<file path="src/rtl/div4_vector_seq.sv">
// rtl/div4_vector_seq.sv - sequential 64/32 unsigned restoring divider with valid/ready handshakes
module div4_vector_seq #(
    parameter int BPC = 1
) (
    input  logic        clk,
    input  logic        rst_n,
    input  logic        in_valid,
    output logic        in_ready,
    input  logic [15:0] y3,
    input  logic [15:0] y2,
    input  logic [15:0] y1,
    input  logic [15:0] y0,
    input  logic [15:0] b1,
    input  logic [15:0] b0,
    output logic        out_valid,
    input  logic        out_ready,
    output logic [15:0] q1,
    output logic [15:0] q0,
    output logic [15:0] r1,
    output logic [15:0] r0,
    output logic        div_by_zero,
    output logic        overflow
);

    localparam int ITER = 32 / BPC;

    // LOAD is a one-cycle classification stage between the handshake and
    // either the flagged result or the iterative loop.
    typedef enum logic [1:0] {
        S_IDLE,
        S_LOAD,
        S_CALC,
        S_DONE
    } state_t;

    state_t      state_q, state_d;
    logic        rdy_en_q;
    logic [31:0] d_q, d_d;
    logic [31:0] p_q, p_d;
    logic [31:0] l_q, l_d;
    logic [31:0] quo_q, quo_d;
    logic [5:0]  cnt_q, cnt_d;
    logic [31:0] q_res_q, q_res_d;
    logic [31:0] r_res_q, r_res_d;
    logic        dbz_q, dbz_d;
    logic        ov_q, ov_d;

    logic [32:0] p_s;
    logic [31:0] l_s;
    logic [31:0] quo_s;

    // BPC chained restoring steps; P stays below D so the 33rd bit only
    // matters inside the compare of each step.
    always_comb begin
        p_s   = {1'b0, p_q};
        l_s   = l_q;
        quo_s = quo_q;
        for (int i = 0; i < BPC; i++) begin
            p_s = {p_s[31:0], l_s[31]};
            l_s = {l_s[30:0], 1'b0};
            if (p_s >= {1'b0, d_q}) begin
                p_s   = p_s - {1'b0, d_q};
                quo_s = {quo_s[30:0], 1'b1};
            end else begin
                quo_s = {quo_s[30:0], 1'b0};
            end
        end
    end

    // Next-state and datapath update for the handshake/compute/hold sequence.
    always_comb begin
        state_d = state_q;
        d_d     = d_q;
        p_d     = p_q;
        l_d     = l_q;
        quo_d   = quo_q;
        cnt_d   = cnt_q;
        q_res_d = q_res_q;
        r_res_d = r_res_q;
        dbz_d   = dbz_q;
        ov_d    = ov_q;
        case (state_q)
            S_IDLE: begin
                if (in_valid && in_ready) begin
                    d_d     = {b1, b0};
                    p_d     = {y3, y2};
                    l_d     = {y1, y0};
                    quo_d   = 32'd0;
                    cnt_d   = 6'd0;
                    state_d = S_LOAD;
                end
            end
            S_LOAD: begin
                if (d_q == 32'd0) begin
                    q_res_d = 32'hFFFF_FFFF;
                    r_res_d = l_q;
                    dbz_d   = 1'b1;
                    ov_d    = 1'b0;
                    state_d = S_DONE;
                end else if (p_q >= d_q) begin
                    q_res_d = 32'hFFFF_FFFF;
                    r_res_d = 32'd0;
                    dbz_d   = 1'b0;
                    ov_d    = 1'b1;
                    state_d = S_DONE;
                end else begin
                    state_d = S_CALC;
                end
            end
            S_CALC: begin
                p_d   = p_s[31:0];
                l_d   = l_s;
                quo_d = quo_s;
                cnt_d = cnt_q + 6'd1;
                if (cnt_q == 6'(ITER - 1)) begin
                    q_res_d = quo_s;
                    r_res_d = p_s[31:0];
                    dbz_d   = 1'b0;
                    ov_d    = 1'b0;
                    state_d = S_DONE;
                end
            end
            S_DONE: begin
                if (out_ready) begin
                    dbz_d   = 1'b0;
                    ov_d    = 1'b0;
                    state_d = S_IDLE;
                end
            end
            default: state_d = S_IDLE;
        endcase
    end

    // State and datapath registers; reset clears everything and aborts any operation.
    always_ff @(posedge clk or negedge rst_n) begin
        if (!rst_n) begin
            state_q  <= S_IDLE;
            rdy_en_q <= 1'b0;
            d_q      <= 32'd0;
            p_q      <= 32'd0;
            l_q      <= 32'd0;
            quo_q    <= 32'd0;
            cnt_q    <= 6'd0;
            q_res_q  <= 32'd0;
            r_res_q  <= 32'd0;
            dbz_q    <= 1'b0;
            ov_q     <= 1'b0;
        end else begin
            state_q  <= state_d;
            rdy_en_q <= 1'b1;
            d_q      <= d_d;
            p_q      <= p_d;
            l_q      <= l_d;
            quo_q    <= quo_d;
            cnt_q    <= cnt_d;
            q_res_q  <= q_res_d;
            r_res_q  <= r_res_d;
            dbz_q    <= dbz_d;
            ov_q     <= ov_d;
        end
    end

    // in_ready stays low until the first edge after reset release.
    assign in_ready    = rdy_en_q && (state_q == S_IDLE);
    assign out_valid   = (state_q == S_DONE);
    assign q1          = q_res_q[31:16];
    assign q0          = q_res_q[15:0];
    assign r1          = r_res_q[31:16];
    assign r0          = r_res_q[15:0];
    assign div_by_zero = dbz_q;
    assign overflow    = ov_q;

endmodule

</file>
<file path="config.mk">
export PLATFORM = sky130hd
export DESIGN_NAME = div4_vector_seq
export DESIGN_NICKNAME = d
export VERILOG_FILES = /design/src/rtl/div4_vector_seq.sv
export SDC_FILE = /design/constraint.sdc
export NUM_CORES = 1
export LEC_CHECK = 0
export ABC_AREA = 1
export BUFFER_PORTS_ARGS = -buffer_cell sky130_fd_sc_hd__buf_2
export CORE_ASPECT_RATIO = 0.75
export CORE_MARGIN = 4
export CORE_UTILIZATION = 42
export DETAILED_ROUTE_END_ITERATION = 8
export SLEW_MARGIN = 25
export SYNTH_ARGS = -nofsm -noshare
export SYNTH_HDL_FRONTEND = slang
export SYNTH_SLANG_ARGS = --single-unit
</file>
<file path="constraint.sdc">
create_clock -name clk -period 5.48 [get_ports clk]
set_input_delay 1.644 -clock clk [delete_from_list [all_inputs] [get_ports clk]]
set_output_delay 1.644 -clock clk [all_outputs]
set_load 0.02 [all_outputs]
</file>
==> impl_metrics.yaml <==
run_status:
  outcome: "finished, final reports clean"
worst_setup_path:
  worstRegToRegCells: 15
  worst_setup_path_startpoint: "d_q[1]"
  crit_path_end_kind: "flip-flop"
  regToRegSetupSlack_ns: 2.15
  critPathSlowestCell: "nand3_2"
  timing.rr.start: "d_q[1]"
  crit-reg2reg-capture: "q_res_q[24]"
  crit_type: "flip-flop to flip-flop"
  critical_path_cell_count: 15
  crit_path_cell_trace: "inv_1 > ha_1 > inv_1 > o21bai_1 > nand2_1 > nand2_1 > nand2_1 > nand3_1 > nand2_1 > nand2_1 > nand2_1 > nand3_2 > nand2_2 > buf_4 > o21ai_0"
  timing.critical_path.arrival_ns: 3.69
  path_buf_inv: 3
  critical_path_required_ns: 5.84
  critical_path.top_delay_family: "simple AND/OR/NAND/NOR gates"
  crit_path_max_incr_delay_ns: 0.58
  path_max_fanout: 64
  setup.worst_path.start_class: "flip-flop"
  crit_path_end: "q_res_q[24]"
  critical-path-top-cell-by-count: "nand2_1"
finish:
  drive_gt1_share_pct: 16.4
  nets: 2089
  area_overhead_of_the_layout_relative_to_synthesis_pct: 14.9
  post_layout_nonfiller_instances: 2334
  final.fill_count: 3111
clock_tree:
  tritoncts: "built"
  cts-buffers-inserted: 23
  ctsResizeCount: 0
  post-cts-setup-buffer-count: 0
  cts_hold_buf: 0
  clock_tree_root_buffer_cell: "clkbuf_16"
  clkLatencyLatePin_ns: 0.53
  cts_sinks: 202
  clock_tree.htree_level_count: 1
  ctsLongestPathBuffers: 3
  clk_pin_slew_ns: 0.06
power:
  power_uw: 10800
  p_leak_uw: 0.00773
  power_per_cell_area_nw_per_um2: 729
  maximum_resistive_drop_on_vdd_mv: 0.353
global_route:
  grt_overflow: 0
  number_of_antenna_violations_at_the_first_check_in_global_routing: 1
  grt_max_degree: 119
  first_global_vias: 11377
  grt.total_usage_pct: 22.6
  wire_length_of_the_first_global_routing_pass_um: 61900
sta:
  timing.clock.skew_ns: 0.0266
  rsz_0062_raised_after_global_routing: "false"
  clock.fmax_mhz: 301
  max-slew-margin-rel_pct: 44.5
  period_share_pct: 60.7
  setup-tns-final_ns: 0
  holdWs_ns: 0.478
  post-route-worst-setup-slack_ns: 2.15
  finalHoldViolations: 0
  worstMarginPinSlew_ns: 0.833
  setup_violations: 0
  finalCriticalPeriod_ns: 3.33
  finalMaxSlewViolations: 0
drt:
  route.antenna.remaining_nets: 0
  drc: 0
  routedWlPerCell_um: 16.5
  viasPerCell: 5.08
  first_pass_iters: 6
  route.vias.total: 11854
  postRouteWirelength_um: 38500
  drt_iter0_markers: 854
yosys:
  synthDominantAreaCellType: "dfrtp_1"
  postSynthRegisterBits: 202
  syn-cell-area_sq_um: 12900
  postSynthNetCount: 1960
  netlist_top_cells_area: "dfrtp_1 (39%), nand2_1 (17%), ha_1 (6.8%), inv_1 (5.9%), nor2_1 (5.7%)"
  syn_area_per_cell_sq_um: 7.19
  syn-instance-count: 1789
  netlist.area_leader.share_pct: 39.3
  yosysWarningCount: 0
  synth_seq_area_share_pct: 39.3
  netlist-cell-type-count: 46
floorplan:
  fp.dieW_um: 210
  placementRows: 55
  die-area_sq_um: 33500
  die_y_um: 160
  ios: 168
  core_sq_um: 30100
  initial_cell_density_of_the_core_pct: 42.7
worst_hold_path:
  worstHoldPathType: "flip-flop to flip-flop"
  hold_path_startpoint: "q_res_q[16]"
placed_design:
  gp_congestion: 0.985
  io_buffer_count: 167
  dpl.hpwl_um: 28900
  pre_cts_slack_ns: 1.68
  dp.cells: 2291
flow_run:
  max_cap_viol_count: 0
## area by class of cell
type / instances / area (sq um) / share of cell area, %
Multi-Input combinational cell: 1292 / 6620 / 44.8
Sequential cell: 202 / 5050 / 34.2
Timing Repair Buffer: 179 / 960 / 6.50
Inverter: 220 / 826 / 5.59
Clock buffer: 31 / 636 / 4.30
Tap cell: 399 / 499 / 3.38
Clock inverter: 10 / 178 / 1.20
Antenna cell: 1 / 2.50 / 0.0169
## metrics by stage
| stage | cell area, sq um | util, % |
|---|---|---|
| global placement | 13900 | 46.2 |
| global route | 14800 | 49.0 |
| floorplan | 12900 | - |
| finish | 14800 | 49.0 |
| detailed placement | 13900 | 46.2 |
| CTS | 14700 | 48.9 |
## cell families after synthesis
group	Yosys count	synth area share (%)
AO/OA/AOI/OAI	190	8.42
XOR/XNOR	17	1.16
adder cells (fa/ha/maj)	71	6.97
buffers and inverters	295	9.49
flip-flops	202	39.3
other	1	0.0292
AND/OR/NAND/NOR	1013	34.6
## state kept, by name, indices dropped and copies added (netlist names)
signal and flops:
d_q 32, l_q 32, p_q 32, q_res_q 32
r_res_q 32, quo_q 31, cnt_q 6, state_q 2
div_by_zero 1, overflow 1, rdy_en_q 1
## per-layer routing
metal  GRT usage (%)  vias to the layer above  wire [um]  part of all wire (%)
met2            33.0                      376      16000                    42
met3            3.76                       45       2770                   7.2
met5               0                        -          0                     0
li1                -                     5967          -                     -
met4            5.19                        0        790                   2.1
met1            35.0                     5466      18900                    49
## report_power, final
group	internal [uW]	switching, uW
Combinational	2010	4370
Clock	1050	639
Sequential	2180	516
Total	5240	5520
## worst min-delay path by stage
stage	cells past startpoint	slack [ns]	end
6_report	2	0.48	q_res_q[16]
5_1_grt	2	0.51	q_res_q[18]
4_1_cts	2	0.48	q_res_q[15]
3_5_place_dp	2	0.47	q_res_q[15]
3_3_place_gp	2	0.46	q_res_q[23]
2_1_floorplan	2	0.45	quo_q[30]
## worst register-to-register path, cell delays in order (launching register included)
cell and delay (ns):
dfrtp_1 0.42, inv_1 0.14, ha_1 0.34, inv_1 0.06
o21bai_1 0.06, nand2_1 0.06, nand2_1 0.04, nand2_1 0.05
nand3_1 0.08, nand2_1 0.07, nand2_1 0.13, nand2_1 0.20
nand3_2 0.58, nand2_2 0.26, buf_4 0.51, o21ai_0 0.19
## synthesized netlist by cell type (all sizes together)
master,instances
o22ai,29
ha,70
o21a,2
or2,3
dfrtp,202
nand4,46
and2,8
a21o,1
a22oi,1
xor2,16
o21bai,3
a211oi,1
conb,1
o21ai,72
fa,1
a31oi,31
xnor2,1
buf,42
nand2,577
nand3,131
nor4,1
a21oi,41
inv,219
a22o,8
clkinv,1
nor2,231
and3,1
o211ai,1
nor3,15
clkbuf,33
## layout by cell type (no fill, tap or decap), types with 29 or more instances in the layout
master | Yosys | final
ha_1 | 70 | 69
o21ai_0 | 52 | 52
o22ai_1 | 29 | 29
a31oi_1 | 31 | 31
nand3_1 | 100 | 100
inv_1 | 203 | 201
nand4_1 | 46 | 46
nor2_2 | 34 | 36
nand2_1 | 570 | 567
buf_2 | 29 | 166
dfrtp_1 | 202 | 202
a21oi_1 | 40 | 40
nand3_2 | 30 | 30
nor2_1 | 195 | 193
Note: power is estimated with default switching activity, not from simulation.
